**src/rtl/wrr_arbiter_pkg.sv**
```systemverilog
// Shared types and helpers for the weighted round-robin arbiter.
package wrr_arbiter_pkg;

    localparam int unsigned N_MAX = 16;

    typedef enum logic {
        IDLE  = 1'b0,
        GRANT = 1'b1
    } state_e;

    // Index width for n channels, bounded by the largest supported count.
    function automatic int unsigned idx_w(input int unsigned n);
        int unsigned w;
        w = 1;
        for (int unsigned k = 2; k <= N_MAX; k = k * 2) begin
            if (k < n) w = w + 1;
        end
        return w;
    endfunction

endpackage

```
**src/rtl/wrr_arbiter_if.sv**
```systemverilog
// Request/grant bundle between N requesters and the arbiter.
// The weight vector exists only when WRR_ARBITER_WEIGHT_EN is defined.
interface wrr_arbiter_if #(
    parameter int unsigned N  = 4
`ifdef WRR_ARBITER_WEIGHT_EN
   ,parameter int unsigned WW = 4
`endif
);
    import wrr_arbiter_pkg::*;

    localparam int unsigned IDX_W = idx_w(N);

    logic             en;
    logic [N-1:0]     req_vld;
    logic [N-1:0]     req_last;
`ifdef WRR_ARBITER_WEIGHT_EN
    logic [N*WW-1:0]  weight;
`endif
    logic             gnt_rdy;
    logic [N-1:0]     o_grant;
    logic [IDX_W-1:0] o_grant_idx;
    logic             o_grant_vld;

    modport master (
        output en, req_vld, req_last,
`ifdef WRR_ARBITER_WEIGHT_EN
        output weight,
`endif
        output gnt_rdy,
        input  o_grant, o_grant_idx, o_grant_vld
    );

    modport slave (
        input  en, req_vld, req_last,
`ifdef WRR_ARBITER_WEIGHT_EN
        input  weight,
`endif
        input  gnt_rdy,
        output o_grant, o_grant_idx, o_grant_vld
    );

endinterface

```
**src/rtl/wrr_arbiter_rr_pick.sv**
```systemverilog
// Rotating-priority find-first: first set request at or above i_ptr, wrapping.
module wrr_arbiter_rr_pick
    import wrr_arbiter_pkg::*;
#(
    parameter int unsigned N     = 4,
    parameter int unsigned IDX_W = idx_w(N)
) (
    input  logic [N-1:0]     i_req,
    input  logic [IDX_W-1:0] i_ptr,
    output logic [N-1:0]     o_pick,
    output logic [IDX_W-1:0] o_idx,
    output logic             o_any
);

    logic [IDX_W-1:0] w_ch;

    always_comb begin
        o_pick = '0;
        o_idx  = '0;
        o_any  = 1'b0;
        w_ch   = '0;
        for (int i = 0; i < int'(N); i++) begin
            w_ch = IDX_W'((int'(i_ptr) + i) % int'(N));
            if (!o_any && i_req[w_ch]) begin
                o_pick[w_ch] = 1'b1;
                o_idx        = w_ch;
                o_any        = 1'b1;
            end
        end
    end

endmodule

```
**src/rtl/wrr_arbiter.sv**
```systemverilog
// Weighted round-robin arbiter with beat handshake, packet lock and graceful disable.
// WRR_ARBITER_WEIGHT_EN adds per-channel beat credits; otherwise grants last one packet.
module wrr_arbiter
    import wrr_arbiter_pkg::*;
#(
    parameter int unsigned N  = 4
`ifdef WRR_ARBITER_WEIGHT_EN
   ,parameter int unsigned WW = 4
`endif
) (
    input  logic         clk,
    input  logic         asrst_n,
    wrr_arbiter_if.slave arb
);

    localparam int unsigned IDX_W = idx_w(N);

    state_e           r_state;
    logic [IDX_W-1:0] r_ptr;
    logic [IDX_W-1:0] r_idx;
    logic [N-1:0]     r_grant;
    logic             r_vld;

    logic [N-1:0]     w_pick;
    logic [IDX_W-1:0] w_pick_idx;
    logic [IDX_W-1:0] w_pick_ptr;
    logic [IDX_W-1:0] w_next_ptr;
    logic             w_any;
    logic             w_cur_vld;
    logic             w_accept;
    logic             w_release;
    logic             w_launch;

    // On release the search starts just past the current owner, so it wins last.
    assign w_next_ptr = (r_idx == IDX_W'(N - 1)) ? '0 : r_idx + IDX_W'(1);
    assign w_pick_ptr = (r_state == GRANT) ? w_next_ptr : r_ptr;

    wrr_arbiter_rr_pick #(
        .N     (N),
        .IDX_W (IDX_W)
    ) u_rr_pick (
        .i_req  (arb.req_vld),
        .i_ptr  (w_pick_ptr),
        .o_pick (w_pick),
        .o_idx  (w_pick_idx),
        .o_any  (w_any)
    );

    assign w_cur_vld = arb.req_vld[r_idx];
    assign w_accept  = (r_state == GRANT) & w_cur_vld & arb.gnt_rdy;
    assign w_launch  = arb.en & w_any;

`ifdef WRR_ARBITER_WEIGHT_EN
    logic [WW-1:0] r_credit;
    logic [WW-1:0] w_wsel;
    logic [WW-1:0] w_load;

    // Weight zero still earns one beat so a requester can never starve itself.
    assign w_wsel    = arb.weight[int'(w_pick_idx) * WW +: WW];
    assign w_load    = (w_wsel == '0) ? WW'(1) : w_wsel;
    assign w_release = (r_state == GRANT) &
                       (~w_cur_vld | (w_accept & (arb.req_last[r_idx] | (r_credit == WW'(1)))));

    always_ff @(posedge clk or negedge asrst_n) begin
        if (!asrst_n) begin
            r_credit <= '0;
        end else if ((r_state == IDLE || w_release) && w_launch) begin
            r_credit <= w_load;
        end else if (w_accept && !w_release) begin
            r_credit <= r_credit - WW'(1);
        end
    end
`else
    assign w_release = (r_state == GRANT) & (~w_cur_vld | (w_accept & arb.req_last[r_idx]));
`endif

    always_ff @(posedge clk or negedge asrst_n) begin
        if (!asrst_n) begin
            r_state <= IDLE;
            r_ptr   <= '0;
            r_idx   <= '0;
            r_grant <= '0;
            r_vld   <= 1'b0;
        end else begin
            case (r_state)
                IDLE: begin
                    if (w_launch) begin
                        r_state <= GRANT;
                        r_grant <= w_pick;
                        r_idx   <= w_pick_idx;
                        r_vld   <= 1'b1;
                    end
                end
                GRANT: begin
                    if (w_release) begin
                        r_ptr <= w_next_ptr;
                        if (w_launch) begin
                            r_grant <= w_pick;
                            r_idx   <= w_pick_idx;
                        end else begin
                            r_state <= IDLE;
                            r_grant <= '0;
                            r_idx   <= '0;
                            r_vld   <= 1'b0;
                        end
                    end
                end
                default: r_state <= IDLE;
            endcase
        end
    end

    assign arb.o_grant     = r_grant;
    assign arb.o_grant_idx = r_idx;
    assign arb.o_grant_vld = r_vld;

endmodule
```
**src/flat_wrapper.sv**
```systemverilog
// flat-port wrapper written by rule: the top's interface ports become plain ports
module wrr_arbiter_flat import wrr_arbiter_pkg::*;
#(
    parameter int unsigned N  = 4

)
  (clk, asrst_n, arb_en, arb_req_vld, arb_req_last, arb_gnt_rdy, arb_o_grant, arb_o_grant_idx, arb_o_grant_vld);
  wrr_arbiter_if #(.N(N)) arb_i ();
  input  logic clk;
  input  logic asrst_n;
  input wire logic [$bits(arb_i.en)-1:0] arb_en;
  input wire logic [$bits(arb_i.req_vld)-1:0] arb_req_vld;
  input wire logic [$bits(arb_i.req_last)-1:0] arb_req_last;
  input wire logic [$bits(arb_i.gnt_rdy)-1:0] arb_gnt_rdy;
  output wire logic [$bits(arb_i.o_grant)-1:0] arb_o_grant;
  output wire logic [$bits(arb_i.o_grant_idx)-1:0] arb_o_grant_idx;
  output wire logic [$bits(arb_i.o_grant_vld)-1:0] arb_o_grant_vld;
  assign arb_i.en = arb_en;
  assign arb_i.req_vld = arb_req_vld;
  assign arb_i.req_last = arb_req_last;
  assign arb_i.gnt_rdy = arb_gnt_rdy;
  assign arb_o_grant = arb_i.o_grant;
  assign arb_o_grant_idx = arb_i.o_grant_idx;
  assign arb_o_grant_vld = arb_i.o_grant_vld;
  wrr_arbiter #(.N(N)) u_core (.clk(clk), .asrst_n(asrst_n), .arb(arb_i));
endmodule
```
**config.mk**
```make
export PLATFORM = sky130hd
export DESIGN_NAME = wrr_arbiter_flat
export DESIGN_NICKNAME = d
export VERILOG_FILES = /design/src/rtl/wrr_arbiter_pkg.sv /design/src/rtl/wrr_arbiter_if.sv /design/src/rtl/wrr_arbiter_rr_pick.sv /design/src/rtl/wrr_arbiter.sv /design/src/flat_wrapper.sv
export SDC_FILE = /design/constraint.sdc
export NUM_CORES = 1
export LEC_CHECK = 0
export BUFFER_PORTS_ARGS = -buffer_cell sky130_fd_sc_hd__buf_2
export CAP_MARGIN = 15
export CORE_MARGIN = 5
export CORE_UTILIZATION = 55
export CTS_CLUSTER_SIZE = 12
export DETAILED_ROUTE_END_ITERATION = 8
export PLACE_DENSITY = 0.79
export SETUP_SLACK_MARGIN = 0.05
export SYNTH_ARGS = -nofsm -noshare
export SYNTH_HDL_FRONTEND = slang
export SYNTH_SLANG_ARGS = --single-unit
```
**constraint.sdc**
```tcl
create_clock -name clk -period 7.65 [get_ports clk]
set_input_delay 0.3825 -clock clk [delete_from_list [all_inputs] [get_ports clk]]
set_output_delay 0.3825 -clock clk [all_outputs]
set_load 0.05 [all_outputs]
```
-- After elaboration in Yosys (flattened, before gate mapping)
Index checks and enable logic that the tools add are counted.
- bits in registers: 10
- latch bits: 0
- RAM bits: 0
- bits in read-only memories: 0
- bits of input ports: 12
- logic and storage cells: 95
- memories kept: 0
- add/subtract/negate cells: 4
- multipliers: 0
- div/mod/pow operators: 0
- magnitude comparators: 9
- equality and inequality tests: 4
- shift operators: 0
- muxes and demuxes: 49
- bitwise operators: 11
- reductions and logical operators: 13
- operators with widths (cell ; number):
    $mux W4 ; 7
    $mux W1 ; 19
    $mux W2 ; 9
    $lt A2 B3 Y1 const B ; 5
    $bmux W1 S2 ; 6
    $or A4 B4 Y4 ; 3
    $demux W1 S2 ; 4
    $ge A2 B1 Y1 const B ; 4
    $pmux W4 S2 ; 1
    $logic_and A1 B1 Y1 ; 7
    $and A1 B1 Y1 ; 5
    $add A2 B1 Y2 const B ; 2
    $add A2 B2 Y2 const B ; 2
    $ne A2 B2 Y1 const B ; 2
    $pmux W1 S2 ; 2
    $pmux W2 S2 ; 1
    $reduce_and A2 Y1 ; 2
    $logic_not A1 Y1 ; 3
    $reduce_and A3 Y1 ; 1
    $eq A2 B2 Y1 const B ; 1
    $ne A2 B1 Y1 const B ; 1
    $not A1 Y1 ; 2
    $or A1 B1 Y1 ; 1

-- Depth between registers and ports, before layout
Gate-level depths: netlist of run 1.
- depth after elaboration: 19
- mapped depth: 10
- mapped depth without buffers: 10

-- Modules after synthesis
Synthesis of run 1 repeated with hierarchy kept, for this count alone.
- cells, all modules: 103
- area total of the unflattened synthesis: 1059.8 um^2
- by module, submodules not included (module ; instances ; cells an instance ; area each (um^2) ; sequential area each (um^2)):
    wrr_arbiter ; 1 ; 58 ; 638.1 ; 250.2
    wrr_arbiter_rr_pick ; 1 ; 45 ; 421.7 ; 0.0

-- Worst setup path after synthesis of run 1
Ideal clock, no wire load.
- kind: register -> register
- from: reg u_core.r_idx[0], in the netlist u_core.arb.o_grant_idx[0]
- to: reg u_core.r_grant[3], in the netlist u_core.arb.o_grant[3]
- setup time: 0.122 ns
- arrival time: 2.984 ns
- required time: 7.528 ns
- slack: 4.544 ns
- cell stages (with the launch flop): 10
- path buffers: 0
- period minus slack after synthesis: 3.106 ns
- cells stage by stage: dfrtp_1 -> ha_1 -> mux2i_1 -> ha_1 -> nor3_4 -> mux2_2 -> mux2i_4 -> nor2_2 -> a221o_1 -> a32o_1
- word-level cells in the longest chain between the ends: 19
- elaborated cells on any way between the ends: 70
- classes of those cells: 4 x add/sub; 8 x order compare; 3 x eq/ne; 34 x mux; 10 x bitwise; 11 x reduce/logical
- ends and longest elaborated chain (item ; line ; source):
    start: declaration ; wrr_arbiter.sv:20 ; logic [IDX_W-1:0] r_idx;
    start signal: assignment ; wrr_arbiter.sv:90 ; r_idx <= w_pick_idx;
    start signal: assignment ; wrr_arbiter.sv:99 ; r_idx <= w_pick_idx;
    $add A2 B1 Y2 or $eq A2 B2 Y1 (tied branches) ; wrr_arbiter.sv:35 ; assign w_next_ptr = (r_idx == IDX_W'(N - 1)) ? '0 : r_idx + IDX_W'(1);
    $mux W2 * ; wrr_arbiter.sv:35 ;
    via u_core.w_next_ptr[1] ; wrr_arbiter.sv:27 ; logic [IDX_W-1:0] w_next_ptr;
    $mux W2 * ; wrr_arbiter.sv:36 ; assign w_pick_ptr = (r_state == GRANT) ? w_next_ptr : r_ptr;
    parallel branches: the longest is 16 deep, another holds $lt A2 B3 Y1 ; - ;
    end signal: assignment ; wrr_arbiter.sv:89 ; r_grant <= w_pick;
    end signal: assignment ; wrr_arbiter.sv:98 ; r_grant <= w_pick;
    end: declaration ; wrr_arbiter.sv:21 ; logic [N-1:0] r_grant;
Mark *: on every way through the listed nets, which the timed path passes. The select of a mux whose other input is x is not followed.
A chain may end at the register's enable or synchronous reset.

-- Final worst setup path of run 1
- from: reg u_core.r_state
- to: reg u_core.r_grant[3], in the netlist u_core.arb.o_grant[3]
- word-level cells in the longest chain between the ends: 17
- elaborated cells on any way between the ends: 63
- classes of those cells: 3 x add/sub; 8 x order compare; 2 x eq/ne; 29 x mux; 10 x bitwise; 11 x reduce/logical
- ends and longest elaborated chain (item ; line ; source):
    start: declaration ; wrr_arbiter.sv:18 ; state_e r_state;
    start signal: assignment ; wrr_arbiter.sv:79 ; r_state <= IDLE;
    start signal: assignment ; wrr_arbiter.sv:88 ; r_state <= GRANT;
    start signal: assignment ; wrr_arbiter.sv:101 ; r_state <= IDLE;
    parallel branches: the longest is 17 deep, another holds $lt A2 B3 Y1 ; - ;
Parallel ways; which one is timed is not known. The select of a mux whose other input is x is not followed.

==> results of run 1 <==
-- area by class of cell --
| cell class | count | area share |
|---|---|---|
| well taps | 25 | 0.02688 |
| flip-flops and latches | 10 | 0.2151 |
| clock buffers | 4 | 0.03118 |
| repair buffers | 19 | 0.08602 |
| inverters | 4 | 0.01290 |
| multi-input cells | 92 | 0.6280 |
-- layout by cell type (no fill, tap or decap), types with 3 or more instances in the layout --
cell type and n:
o21ai_0 4, clkbuf_4 3, nor3_1 3, mux2i_1 5, dfrtp_1 10, ha_1 5
nand2_1 7, nand2b_1 5, mux2_2 4, nor2_1 4, o2bb2ai_1 6, a21oi_1 6
a32o_1 3, buf_2 18, nand3_1 7
-- synthesized netlist by cell type (4+ instances only) --
cell       number  area share
a21oi_1         6       0.029
dfrtp_1        10        0.24
ha_1            5       0.060
mux2_2          4       0.043
mux2i_1         5       0.048
nand2_1         7       0.025
nand2b_1        5       0.030
nand3_1         7       0.034
nor2_1          4       0.014
o21ai_0         4       0.019
o2bb2ai_1       6       0.050
-- final timing paths --
path	slack [ns]	end
min in group asynchronous	0.51	u_core.arb.o_grant[0]$_DFFE_PN0P_
min	0.49	u_core.arb.o_grant[2]$_DFFE_PN0P_
max reg2reg	4.24	u_core.arb.o_grant[3]$_DFFE_PN0P_
max in group asynchronous	6.96	u_core.arb.o_grant_vld$_DFFE_PN0P_
min reg2reg	0.49	u_core.arb.o_grant[2]$_DFFE_PN0P_
max	4.24	u_core.arb.o_grant[3]$_DFFE_PN0P_
-- registers in the layout, summed over array words and instances, names as in the netlist --
name and cells:
u_core.arb.o_grant_idx 2, u_core.arb.o_grant_vld 1, u_core.r_state 1, u_core.r_ptr 2, u_core.arb.o_grant 4
-- worst max-delay path, cell delays in order (launching register included) --
cell and delay [ns]:
dfrtp_1 0.54, and2b_4 0.27, nor2_4 0.36, inv_2 0.17, ha_1 0.34, nor3_4 0.34
mux2_2 0.41, mux2i_4 0.20, nor2_2 0.06, a221o_1 0.35, a32o_1 0.25
-- metal layers --
metal | wire length [microns] | part of all wire | vias to the layer above
met5 | 0 | 0 | -
met3 | 162 | 0.066 | 4
met2 | 1155 | 0.47 | 46
met4 | 21 | 0.0086 | 0
met1 | 1107 | 0.45 | 450
li1 | - | - | 464
-- per-stage QoR --
step / hold WS, ns / power, mW / area [sq um] / util
after floorplan: 0.08691 / 0.4946 / 1044 / -
after global placement: 0.2441 / 0.5596 / 1117 / 0.6333
after detailed placement: 0.2461 / 0.5667 / 1117 / 0.6333
after CTS: 0.4924 / 0.6170 / 1164 / 0.6596
after global routing: 0.5173 / 0.6706 / 1164 / 0.6596
final: 0.4896 / 0.6222 / 1164 / 0.6596
-- repair_timing --
action                                  in CTS  in global routing
hold buffers                                 1                  0
endpoints found under the setup margin       0                  0
hold endpoints to repair                    10                  0
-- logic make-up after synthesis --
logic type                 after synthesis  share of synthesized area
muxes                                   12                     0.1475
DFF                                     10                     0.2398
adders and majority gates                5                    0.05995
AOI/OAI and AO/OA                       35                     0.2566
and+or+nand+nor                         40                     0.2362
buffers and inverters                   10                    0.05995
-- power by group through the flow --
stage / Clock [mW] / Sequential [mW] / Combinational, mW
2_1_floorplan: 0 / 0.131 / 0.364
3_3_place_gp: 0 / 0.100 / 0.460
3_5_place_dp: 0 / 0.103 / 0.464
4_1_cts: 0.0463 / 0.102 / 0.469
5_1_grt: 0.0500 / 0.107 / 0.514
6_report: 0.0447 / 0.102 / 0.475
==> out/metrics.csv, run 1 <==
metric,value,unit
met1 Use GR,0.2785,
Switching Fraction,0.5268,
RSZ-0062 raised after global routing,no,
Hold/Removal Path Class,register to register,
CTS tree,done,
drt pass-1 iters,4,
run status,"complete, no violations",
Pins Over Slew Limit,0,
Worst Max-Slew Pin Slew,0.6187,ns
Slew headroom,0.5758,
Max rail drop VDD,0.0003173,V
Num CTS Buffers,3,
Clock Skew,0.004824,ns
number of max-cap violations,0,
"Distinct cells, synth",45,
Hold Path Origin,u_core.arb.o_grant[2]$_DFFE_PN0P_,
CP Data Arrival Time,3.55,ns
pre-CTS setup slack,4.285,ns
"Top FF cell, synth",dfrtp_1,
routed vias,964,
die width,53.56,microns
hpwl dp,1.890,mm
FF-to-FF path depth,10,
type of the worst setup path,register to register,
Worst-Skew Late Latency,0.25,ns
drt initial violations,29,
WL/cell,15.89,microns
Hold Path Cell Cnt,1,
post-route setup TNS,0,ns
global route hottest layer,met2,
largest fanout on the critical path,15,
GPL Wtd Cong,0.8823,
fmax,293.3,MHz
Setup crit end kind,register,
yosys warns,0,
NetSw,0.3278,mW
"Reg clk slew, reported paths",0.06,ns
Critical Path RT,7.79,ns
CTS Root Buffer Type,clkbuf_4,
vias in the first global route,913,
Inst Count DP,149,
Routed Antenna Nets,0,
worst setup margin,4.241,ns
number of nets in the layout,147,
layout overhead on the synthesized area,11.51,%
first-pass GRT wire length,4.284,mm
sequential area share after synthesis,0.2398,
Post-synth EDFFs,0,
# DRC,0,
Final period util,0.4456,
total global-route track usage,0.1998,
LEAKAGE,0.4972,nW
area of the multi-input gates,730.7,sq um
Syn Std Cell Area,1044,sq um
Reg power frac,0.164,
number of antenna violations at the first check in global routing,0,
layout cells sized above 1,0.3178,
synthesized net count,129,
Final Instance Count excl. Fillers,154,
Int Power,0.2944,mW
die area,2868,sq um
GR Layer Usage met2,0.3265,
fill count,172,
vias per cell,6.260,
IO Pins,19,
Power Density,534.7,nW/um^2
DIE HEIGHT,53.56,microns
num rows,15,
clock power share,0.072,
synthesized area per cell,9.317,sq um
Clock Sinks,10,
post_cts resized,0,
critical path startpoint category,register,
Setup Viol. Count Final,0,
Tmin final,3.409,ns
FF/Latch Area,250.2,sq um
critical path startpoint,u_core.r_state$_DFF_PN0_,
Clock Path Buffers,2,
final WL,2.447,mm
number of post-CTS setup repair buffers,0,
Fin. Hold Viols,0,
Comb power frac,0.764,
met3 Usage GRT,0.02493,
largest net degree at the start of global routing,16,
antenna cell count,0,
Mapped Cells,112,
Port Buffer Count,18,
core area,1764,sq um
H-tree depth,1,
Initial Util,0.5915,
Synth async-reset ratio,1.000,
"FF+latch count, synth",10,
RR Startpoint,u_core.r_state$_DFF_PN0_,
"Remaining Overflow, GRT",0,
No activity file was read; power rests on OpenSTA's default activity.
==> inputs of run 2 (changes only) <==
CORE_UTILIZATION = 49   (was 55)
PLACE_DENSITY = 0.74   (was 0.79)
clock period = 3.1 ns   (was 7.65 ns; I/O delays follow)
==> run 2 against run 1 <==
Combinational power rose to 2.6 times the previous value. Fmax increased by 20%. Clock power increased to 2.6 times the previous value. Global-route usage shrank 3.5 points. Die area grew 9.9%. Flip-flop and latch count unchanged. Sequential power is 140% higher. Critical endpoint unchanged. Clock skew down 0.00071 ns. Via count increased by 1.6%. Cell area grew 3.0%. Non-clock buffer count up 4. Worst setup slack got worse by 4.0 ns.
==> out/metrics.csv, run 2 (synthesis results as in run 1) <==
metric,value,unit
largest net degree at the start of global routing,14,
Worst Max-Slew Pin Slew,0.4436,ns
number of max-cap violations,0,
Setup Viol. Count Final,0,
Pins Over Slew Limit,0,
IO Pins,19,
number of nets in the layout,151,
fmax,351.5,MHz
Tmin final,2.845,ns
post-route setup TNS,0,ns
Setup crit end kind,register,
"Remaining Overflow, GRT",0,
Worst-Skew Late Latency,0.26,ns
number of antenna violations at the first check in global routing,0,
Clock Path Buffers,2,
critical path startpoint category,register,
layout cells sized above 1,0.3534,
WL/cell,15.31,microns
CTS tree,done,
Final Instance Area,1199,sq um
LEAKAGE,0.5136,nW
drt pass-1 iters,4,
Final period util,0.9177,
Fin. Hold Viols,0,
die width,56.15,microns
antenna cell count,0,
Clock Sinks,10,
Finished Core Util,0.5988,
first-pass GRT wire length,4.291,mm
Routed Antenna Nets,0,
# DRC,0,
hold slack,0.2654,ns
drt initial violations,16,
CP Data Arrival Time,3.00,ns
run status,"complete, no violations",
hpwl dp,1.906,mm
Initial Util,0.5213,
DIE HEIGHT,56.15,microns
type of the worst setup path,register to register,
CTS Root Buffer Type,clkbuf_4,
num rows,16,
Slew headroom,0.7015,
Max rail drop VDD,0.0006303,V
die area,3152,sq um
layout overhead on the synthesized area,14.87,%
H-tree depth,1,
largest fanout on the critical path,9,
"commonest non-fill, non-tap cell in the layout",buf_2,
total global-route track usage,0.1651,
fill count,181,
Num CTS Buffers,3,
core area,2002,sq um
"Reg clk slew, reported paths",0.07,ns
vias per cell,6.119,
Critical Path RT,3.26,ns
Hold/Removal Path Class,primary input to async pin,
FF-to-FF path depth,9,
max reg flops,4,
routed vias,979,
"commonest non-fill, non-tap cells in the layout","buf_2, dfrtp_1, nand3_1, nand2_1",
GPL Wtd Cong,0.8508,
final WL,2.450,mm
Port Buffer Count,18,
Clock Skew,0.004116,ns
Power Density,1312,nW/um^2
number of post-CTS setup repair buffers,0,
placed instance area,1152,sq um
vias in the first global route,967,
RSZ-0062 raised after global routing,no,
==> run 2: changes by cell type in the layout (fill, tap and decap cells not counted), sizes merged <==
cell / before / now
buf: 18 / 22
==> run 2: worst paths after layout <==
path / startpoint / endpoint / slack [ns]
setup / recovery: u_core.arb.o_grant_idx[0]$_DFFE_PN0P_ / u_core.arb.o_grant[3]$_DFFE_PN0P_ / 0.26
hold / removal: asrst_n / u_core.arb.o_grant[2]$_DFFE_PN0P_ / 0.27
setup reg to reg: u_core.arb.o_grant_idx[0]$_DFFE_PN0P_ / u_core.arb.o_grant[3]$_DFFE_PN0P_ / 0.26
hold reg to reg: u_core.arb.o_grant[0]$_DFFE_PN0P_ / u_core.arb.o_grant[0]$_DFFE_PN0P_ / 0.50
max in group asynchronous: asrst_n / u_core.arb.o_grant_idx[0]$_DFFE_PN0P_ / 2.62
min in group clk: arb_en / u_core.r_state$_DFF_PN0_ / 0.34
==> run 2: cell type report <==
| class | instances | area, sq um | share of cell area |
|---|---|---|---|
| well taps | 27 | 33.78 | 0.02818 |
| multi-input cells | 92 | 730.7 | 0.6096 |
| flip-flops and latches | 10 | 252.7 | 0.2109 |
| repair buffers | 23 | 130.1 | 0.1086 |
| clock buffers | 4 | 36.28 | 0.03027 |
| inverters | 4 | 15.01 | 0.01253 |
==> run 2: layer usage <==
metal / track usage / share of wire
met3: 0.03016 / 0.042
met2: 0.2721 / 0.47
met1: 0.2130 / 0.47
met4: 0.06102 / 0.015
met5: 0 / 0
==> run 2: stage by stage <==
stage          setup slack, ns  cells  power (mW)
3_3_place_gp            0.3307    155       1.433
2_1_floorplan           0.1493    112       1.223
3_5_place_dp            0.2648    155       1.447
5_1_grt                 0.1031    160       1.696
6_report                0.2551    160       1.573
4_1_cts                 0.2595    160       1.573
==> run 2: repair_timing <==
action,in CTS,in global routing
hold buffers,1,0
hold endpoints to repair,10,0
gates resized for setup,0,0
==> run 2: worst max-delay path: stages, from the launching register on <==
cell     delay [ns]
dfrtp_2        0.46
ha_1           0.35
mux2i_1        0.12
ha_1           0.24
nor3_4         0.32
mux2_2         0.41
mux2i_4        0.19
nor2_2         0.06
a221o_1        0.35
a32o_1         0.25
==> run 2: where the power goes <==
group,leakage [nW],internal (mW),switching [mW]
combinational,0.368,0.519,0.699
clock,0.0210,0.0713,0.0443
sequential,0.125,0.184,0.0566
==> inputs of run 3 (changes only) <==
BUFFER_PORTS_ARGS = -buffer_cell sky130_fd_sc_hd__buf_4   (was -buffer_cell sky130_fd_sc_hd__buf_2)
==> run 3 against run 2 <==
Register-to-register slack got worse by 0.02 ns. Hold slack about the same. First-iteration DRC count grew to 2.5 times the previous value. Critical path type unchanged. Flip-flop and latch count unchanged. Total power shrank 0.18%. Global-route usage grew 0.37 points. Clock skew fell by 0.0013 ns. Critical endpoint unchanged. Sequential share of layout area down 0.54 points. Sequential power barely moved. Clock-buffer cell count shrank 1.
==> out/metrics.csv, run 3 (synthesis results as in run 1) <==
metric,value,unit
slowest CP cell,dfrtp_2,
Reg power frac,0.155,
GR Layer Usage met2,0.2755,
post-route setup TNS,0,ns
GPL Wtd Cong,0.8810,
post_cts resized,0,
slowest cell delay on critical path,0.46,ns
fill count,180,
run status,"complete, no violations",
fmax,349.1,MHz
Setup crit end kind,register,
Worst Max-Slew Pin Slew,0.4345,ns
crit path cell chain,"ha_1, mux2i_1, ha_1, nor3_4, mux2_2, mux2i_4, nor2_2, a221o_1, a32o_1",
antenna cell count,0,
# DRC,0,
Max rail drop VDD,0.0007009,V
RSZ-0062 raised after global routing,no,
Finished Core Util,0.6144,
critical path startpoint category,register,
Power Density,1277,nW/um^2
Fin. Hold Viols,0,
max reg flops,4,
number of antenna violations at the first check in global routing,0,
Clock Skew,0.002835,ns
largest fanout on the critical path,9,
layout cells sized above 1,0.3485,
FF/Latch Area,252.7,sq um
number of post-CTS setup repair buffers,0,
CP Data Arrival Time,3.02,ns
number of nets in the layout,151,
first-pass GRT wire length,4.374,mm
final WL,2.518,mm
H-tree depth,1,
die width,56.15,microns
hpwl dp,1.973,mm
vias per cell,6.157,
"Remaining Overflow, GRT",0,
Final period util,0.9240,
drt pass-1 iters,4,
largest net degree at the start of global routing,14,
Port Buffer Count,18,
met1 Use GR,0.2321,
type of the worst setup path,register to register,
Hold/Removal Path Class,primary input to async pin,
critical path startpoint,u_core.arb.o_grant_idx[0]$_DFFE_PN0P_,
Int Power,0.7680,mW
Tmin final,2.864,ns
CTS Root Buffer Type,clkbuf_4,
WL/cell,15.84,microns
R2R Setup Slk,0.24,ns
clock power share,0.054,
global route hottest layer,met2,
Slew headroom,0.7077,
Clock Sinks,10,
area of the multi-input gates,730.7,sq um
RR Startpoint,u_core.arb.o_grant_idx[0]$_DFFE_PN0P_,
CTS tree,done,
Comb power frac,0.791,
Pins Over Slew Limit,0,
layout overhead on the synthesized area,17.87,%
Worst-Skew Late Latency,0.26,ns
Num CTS Buffers,3,
LEAKAGE,0.5176,nW
total global-route track usage,0.1687,
"Reg clk slew, reported paths",0.06,ns
met3 Usage GRT,0.01856,
Initial Util,0.5213,
IO Pins,19,
Post-CTS Hold Fix Bufs,1,
Routed Antenna Nets,0,
crit-path most repeated cell,ha_1,
drt initial violations,40,
"commonest non-fill, non-tap cell in the layout",buf_4,
Critical Path RT,3.25,ns
"commonest non-fill, non-tap cells in the layout","buf_4, dfrtp_1, nand3_1, nand2_1",
core area,2002,sq um
routed vias,979,
placed instance area,1197,sq um
NetSw,0.8022,mW
Clock Path Buffers,2,
number of max-cap violations,0,
Switching Fraction,0.5109,
Final Instance Area,1230,sq um
vias in the first global route,957,
num rows,16,
DIE HEIGHT,56.15,microns
Setup Viol. Count Final,0,
die area,3152,sq um
-- run 3: cell type report --
cell class / instances / share of cell area
inverter: 4 / 0.01221
multi-input combinational: 92 / 0.5941
sequential: 10 / 0.2055
clock buffer: 3 / 0.01831
timing repair buffer: 23 / 0.1424
tap: 27 / 0.02747
-- run 3: through the flow --
stage / hold WS (ns) / setup WS, ns / total power, mW / cells
final: 0.2652 / 0.2357 / 1.570 / 159
after detailed placement: -0.008713 / 0.2556 / 1.471 / 155
after CTS: 0.2506 / 0.2367 / 1.569 / 159
after global routing: 0.2768 / 0.09017 / 1.689 / 159
after floorplan: -0.1406 / 0.1493 / 1.223 / 112
after global placement: -0.01087 / 0.3292 / 1.456 / 155
-- run 3: power groups by stage --
stage / combinational (mW) / sequential, mW / clock [mW]
after floorplan: 0.897 / 0.326 / 0
after global placement: 1.21 / 0.242 / 0
after detailed placement: 1.23 / 0.244 / 0
after CTS: 1.24 / 0.242 / 0.0897
after global routing: 1.34 / 0.252 / 0.0985
final: 1.24 / 0.243 / 0.0854
-- run 3: metal layers --
metal / share of wire / vias up / wire, microns
met4: 0.0083 / 0 / 21
li1: - / 472 / -
met1: 0.46 / 474 / 1153
met5: 0 / - / 0
met3: 0.051 / 4 / 129
met2: 0.48 / 29 / 1213
-- run 3: worst paths after layout --
kind                                                    endpoint  depth (start not counted)
min reg2reg                    u_core.arb.o_grant[2]$_DFFE_PN0P_                          1
max in group asynchronous  u_core.arb.o_grant_idx[0]$_DFFE_PN0P_                          2
min                            u_core.arb.o_grant[2]$_DFFE_PN0P_                          2
max reg2reg                    u_core.arb.o_grant[3]$_DFFE_PN0P_                          9
max                            u_core.arb.o_grant[3]$_DFFE_PN0P_                          9
min in group clk                        u_core.r_state$_DFF_PN0_                          3
-- run 3: worst max-delay path: cells and delay by family, from the launching register on --
family	cells	cell delay, ns
DFF	1	0.46
and+or+nand+nor	2	0.36
muxes	3	0.72
AOI/OAI and AO/OA	2	0.62
adders and majority gates	2	0.58
